===== src/rtl/ifu_ift2mem.sv =====
// rtl/ifu_ift2mem.sv - instruction-fetch to memory-port adapter
// Credit-limited command issue, in-order response FIFO, flush kill counting.
module ifu_ift2mem #(
    parameter int PC_SIZE    = 32,
    parameter int INSTR_SIZE = 32,
    parameter int OUTS_DEPTH = 2,
    parameter logic [INSTR_SIZE-1:0] INSTR_NOP = INSTR_SIZE'(32'h0000_0013)
) (
    input  logic                  clk,
    input  logic                  rst,
    input  logic                  ifu_req_valid,
    output logic                  ifu_req_ready,
    input  logic [PC_SIZE-1:0]    ifu_req_pc,
    output logic                  ifu_rsp_valid,
    input  logic                  ifu_rsp_ready,
    output logic [INSTR_SIZE-1:0] ifu_rsp_instr,
    output logic                  ifu_rsp_err,
    input  logic                  flush_req,
    output logic                  mem_cmd_valid,
    input  logic                  mem_cmd_ready,
    output logic [PC_SIZE-1:0]    mem_cmd_addr,
    input  logic                  mem_rsp_valid,
    output logic                  mem_rsp_ready,
    input  logic [INSTR_SIZE-1:0] mem_rsp_rdata,
    input  logic                  mem_rsp_err
);

    localparam int CW = $clog2(OUTS_DEPTH + 1);
    localparam int AW = (OUTS_DEPTH > 1) ? $clog2(OUTS_DEPTH) : 1;
    localparam logic [AW-1:0] LAST = AW'(OUTS_DEPTH - 1);

    logic [CW-1:0]         inflight;
    logic [CW-1:0]         kill_cnt;
    logic [CW-1:0]         fifo_cnt;
    logic [AW-1:0]         rd_ptr;
    logic [AW-1:0]         wr_ptr;
    logic [AW-1:0]         wr_idx;
    logic [INSTR_SIZE-1:0] fifo_instr [OUTS_DEPTH];
    logic                  fifo_err   [OUTS_DEPTH];

    logic                  aligned;
    logic                  credit;
    logic                  cmd_hs;
    logic                  mis_hs;
    logic                  rsp_take;
    logic                  rsp_push;
    logic                  push;
    logic                  pop;
    logic                  push_err;
    logic [INSTR_SIZE-1:0] push_instr;

    function automatic logic [AW-1:0] ptr_inc(input logic [AW-1:0] p);
        return (p == LAST) ? '0 : p + AW'(1);
    endfunction

    assign aligned       = (ifu_req_pc[1:0] == 2'b00);
    assign credit        = ({1'b0, inflight} + {1'b0, fifo_cnt}) < (CW+1)'(OUTS_DEPTH);
    assign mem_cmd_addr  = {ifu_req_pc[PC_SIZE-1:2], 2'b00};
    assign mem_rsp_ready = 1'b1;

    // Misaligned requests wait for an empty pipe so their error stays in order.
    always_comb begin
        ifu_req_ready = 1'b0;
        mem_cmd_valid = 1'b0;
        if (!rst) begin
            if (aligned) begin
                mem_cmd_valid = ifu_req_valid & credit;
                ifu_req_ready = mem_cmd_ready & credit;
            end else begin
                ifu_req_ready = credit & (inflight == '0);
            end
        end
    end

    assign cmd_hs     = mem_cmd_valid & mem_cmd_ready;
    assign mis_hs     = ifu_req_valid & ifu_req_ready & ~aligned;
    // Responses with nothing outstanding (e.g. stragglers after reset) are ignored.
    assign rsp_take   = mem_rsp_valid & (inflight != '0);
    assign rsp_push   = rsp_take & ~flush_req & (kill_cnt == '0);
    assign push       = rsp_push | mis_hs;
    assign push_err   = mis_hs | mem_rsp_err;
    assign push_instr = push_err ? INSTR_NOP : mem_rsp_rdata;
    assign pop        = ifu_rsp_valid & ifu_rsp_ready & ~flush_req;
    assign wr_idx     = flush_req ? '0 : wr_ptr;

    always_ff @(posedge clk) begin
        if (rst) begin
            inflight <= '0;
            kill_cnt <= '0;
            fifo_cnt <= '0;
            rd_ptr   <= '0;
            wr_ptr   <= '0;
        end else begin
            inflight <= inflight + CW'(cmd_hs) - CW'(rsp_take);
            if (flush_req) begin
                kill_cnt <= inflight - CW'(rsp_take);
            end else if (rsp_take && (kill_cnt != '0)) begin
                kill_cnt <= kill_cnt - CW'(1);
            end
            if (flush_req) begin
                rd_ptr   <= '0;
                wr_ptr   <= push ? ptr_inc('0) : '0;
                fifo_cnt <= CW'(push);
            end else begin
                if (push) wr_ptr <= ptr_inc(wr_ptr);
                if (pop)  rd_ptr <= ptr_inc(rd_ptr);
                fifo_cnt <= fifo_cnt + CW'(push) - CW'(pop);
            end
        end
    end

    always_ff @(posedge clk) begin
        if (push) begin
            fifo_instr[wr_idx] <= push_instr;
            fifo_err[wr_idx]   <= push_err;
        end
    end

    assign ifu_rsp_valid = (fifo_cnt != '0);
    assign ifu_rsp_instr = ifu_rsp_valid ? fifo_instr[rd_ptr] : '0;
    assign ifu_rsp_err   = ifu_rsp_valid ? fifo_err[rd_ptr] : 1'b0;

endmodule


===== config.mk =====
export PLATFORM = sky130hd
export DESIGN_NAME = ifu_ift2mem
export DESIGN_NICKNAME = d
export VERILOG_FILES = /design/src/rtl/ifu_ift2mem.sv
export SDC_FILE = /design/constraint.sdc
export NUM_CORES = 1
export LEC_CHECK = 0
export ABC_AREA = 1
export BUFFER_PORTS_ARGS = -buffer_cell sky130_fd_sc_hd__buf_2
export CORE_ASPECT_RATIO = 1.75
export CORE_MARGIN = 2
export CORE_UTILIZATION = 50
export DETAILED_ROUTE_END_ITERATION = 10
export PLACE_DENSITY = 0.87
export RECOVER_POWER = 100
export SETUP_SLACK_MARGIN = 0.2
export SLEW_MARGIN = 10
export SYNTH_ARGS = -nofsm -noshare
export SYNTH_HDL_FRONTEND = slang
export SYNTH_SLANG_ARGS = --single-unit

===== constraint.sdc =====
create_clock -name clk -period 9.1 [get_ports clk]
set_input_delay 0.91 -clock clk [delete_from_list [all_inputs] [get_ports clk]]
set_output_delay 0.91 -clock clk [all_outputs]
set_load 0.005 [all_outputs]

==> impl_results.md <==
- Status: complete, but fails checks
- Failing checks: max-capacitance violations, max-slew violations
- Most used DFF post-synth: edfxtp_1
- PortBufs: 77
- Worst hold stages: 2
- Mean Syn Cell Area: 10.2 sq um
- Setup Crit Path Kind: flip-flop to flip-flop
- Fraction of layout cells with a size suffix above 1: 17.8%
- Fin util: 56.9%
- Leading cell type in the layout, fill and taps excluded: nand2_1
- Core ar.: 0.00718 sq mm
- Highest-count cells in the layout ignoring fill and taps: 78 x nand2_1, 66 x edfxtp_1, 51 x inv_1
- Final ANT Viol Nets: 0
- Total CTS buffers: 9
- CP max stage delay: 2.37 ns
- Slowest CP cell: a21oi_1
- Routed WL: 7430 microns
- Worst-Margin Slew: 3.22 ns
- Cells after synthesis: 362
- Layout overhead on the synthesized area: 10.4%
- GRT Util Overall: 19.0%
- Die footprint: 0.00813 sq mm
- Endpoint type of the worst setup path: flip-flop
- Seq/Total Area, Yosys: 58.4%
- DR vias: 2476
- Max Root-Sink Buffers: 2
- Die span in x: 69.0 microns
- Register-to-register setup slack: 4.50 ns
- Root Buffer: clkbuf_16
- Library cells used by synthesis: 27
- Top delay family on crit path: compound AO/OA/AOI/OAI gates
- Tmin final: 4.60 ns
- Postcts setup bufs: 0
- Total power per unit cell area: 247 mW/mm^2
- Hold Path Origin: rd_ptr
- DRC Markers: 0
- Top-area cell type share of the netlist area: 53.6%
- Number of synthesized flops with an enable pin: 66
- Hpwl dp: 5050 microns
- CP Launch Type: flip-flop
- Diode count: 0
- Area of the multi-input gates: 935 sq um
- RSZ-0062 raised after global routing: no
- Initial core utilization: 51.5%
- Max transition margin: -115%
- Synth Cell Area: 0.00370 sq mm
- Worst Hold Endpoint: rd_ptr
- Fillers: 667
- Final Setup Violations: 0
- Total negative slack: 0 ns
- Initial antenna violation count: 0
- Worst-path maximum fanout: 33
- CTS tree: yes
- Reg2reg end: fifo_instr[0][27]
- Fmax: 0.218 GHz
- Clock Sink Count: 75
- Iter 0 DRT Violations: 88
- Yosys warns: 0
- Clock latency on the worst-skew pair: 0.33 ns
- Largest cells by area after synthesis: edfxtp_1 54%, nand2_1 7.8%, buf_4 6.7%
- Tcrit/Tclk final: 50.5%
- Register area: 0.00216 sq mm
- Vias in the first global route: 2583
- Peak VDD IR: 160 uV
- FP Rows: 41
- WL per Instance: 15.0 microns
- Path depth of the worst reg2reg path: 8
- Crit path DAT: 4.46 ns
- Leakage power: 1.76 nW
- Tightest Hold Check Type: flip-flop to flip-flop
- Ports: 141
- Fraction of registers with async set/reset: 0%
- Hold-fix buffers, CTS: 0
- Grt ovf: 0
- # Max-Cap Violations: 2
- Yosys reg bits: 75
- Synth area leader: edfxtp_1
- RD Place Congestion: 0.781
- # nets final: 485
- Worst-path cell chain: nand2_1 -> inv_1 -> fa_1 -> nor3_1 -> nand4_4 -> nand2_1 -> inv_1 -> a21oi_1
- Die H: 118 microns
- Setup Skew: 0.00561 ns
- Largest net degree at the start of global routing: 35
- Pre-antenna DRT Iters: 4
- CTS resizes: 0
- Max Slew Vio Count: 69
- Req. time, crit path: 8.97 ns
- Final Hold Vio Count: 0
- Worst r2r src: inflight[0]
- H-tree Lvls: 3
- Vias per inst: 4.98
- Clock-pin slew on the worst setup and hold paths: 0.05 ns
- Worst Path Buf+Inv: 2
- Crit path depth: 8
- First-pass GRT wire length: 11800 microns
worst max path at each step:
stage	startpoint	endpoint
floorplan	inflight[0]	fifo_err[0]
global placement	flip-flop	ifu_rsp_instr[31]
detailed placement	flip-flop	ifu_rsp_instr[26]
CTS	flip-flop	ifu_rsp_instr[17]
global route	fifo_cnt[0]	fifo_instr[0][27]
finish	inflight[0]	fifo_instr[0][27]
state kept, by name (all words and copies together) (netlist names), named ones only:
signal and cells:
wr_ptr 1, kill_cnt 2, fifo_err 2, inflight 2, fifo_instr 64, rd_ptr 1
fifo_cnt 2
worst min-delay path, stage by stage, from the launching register on:
cell	delay, ns
dfxtp_1	0.29
inv_1	0.08
a21oi_1	0.06
routing by layer:
| layer | share of wire, % | up-vias | track usage, % |
|---|---|---|---|
| met2 | 53 | 78 | 31.9 |
| met3 | 5.9 | 42 | 4.20 |
| met1 | 35 | 1141 | 19.0 |
| met4 | 5.9 | 0 | 17.2 |
| met5 | 0 | - | 0 |
| li1 | - | 1215 | - |
area by class of cell:
class                      count  area share (%)
inverter                      51            4.69
multi-input combinational    191            22.9
timing repair buffer          78            8.73
clock inverter                 6            2.54
tap                           86            2.63
sequential                    75            52.9
clock buffer                  10            5.60
report_power, final:
part           internal [W]  switching, W  leakage (nW)  total [W]
logic             0.0000577      0.000110         0.911   0.000168
clock network      0.000266      0.000125         0.164   0.000391
registers          0.000432     0.0000178         0.683   0.000450
total              0.000755      0.000254          1.76    0.00101
cell usage after synthesis, types with 2 or more instances:
cell type	number
nor2_1	8
nor2_2	27
ha_1	6
a21oi_1	43
dfxtp_1	9
xnor2_1	3
edfxtp_1	66
nand2_1	77
nand3_1	4
nor2_4	3
buf_4	33
o21ai_0	5
conb_1	2
or2_1	3
buf_8	3
inv_1	51
buf_2	5
clkbuf_1	5
kinds of logic after synthesis:
kind of cell / synth area share, %
other: 0.203
adders and majority gates: 2.57
DFF: 58.4
xor gates and xnor gates: 0.710
buffers and inverters: 14.3
AOI/OAI and AO/OA: 6.83
and+or+nand+nor: 17.0
per-stage QoR:
| stage | hold WS [ns] | cell area (sq um) | std cells | setup slack, ns | total power, W |
|---|---|---|---|---|---|
| 6_report | 0.487 | 4090 | 497 | 4.50 | 0.00101 |
| 4_1_cts | 0.484 | 4220 | 497 | 5.34 | 0.00103 |
| 2_1_floorplan | 0.453 | 3700 | 363 | 5.62 | 0.000588 |
| 3_3_place_gp | 0.465 | 3890 | 481 | 5.75 | 0.000630 |
| 3_5_place_dp | 0.476 | 3890 | 481 | 5.70 | 0.000639 |
| 5_1_grt | 0.498 | 4090 | 497 | 4.13 | 0.00106 |
Power figures use the tool's default switching activity.
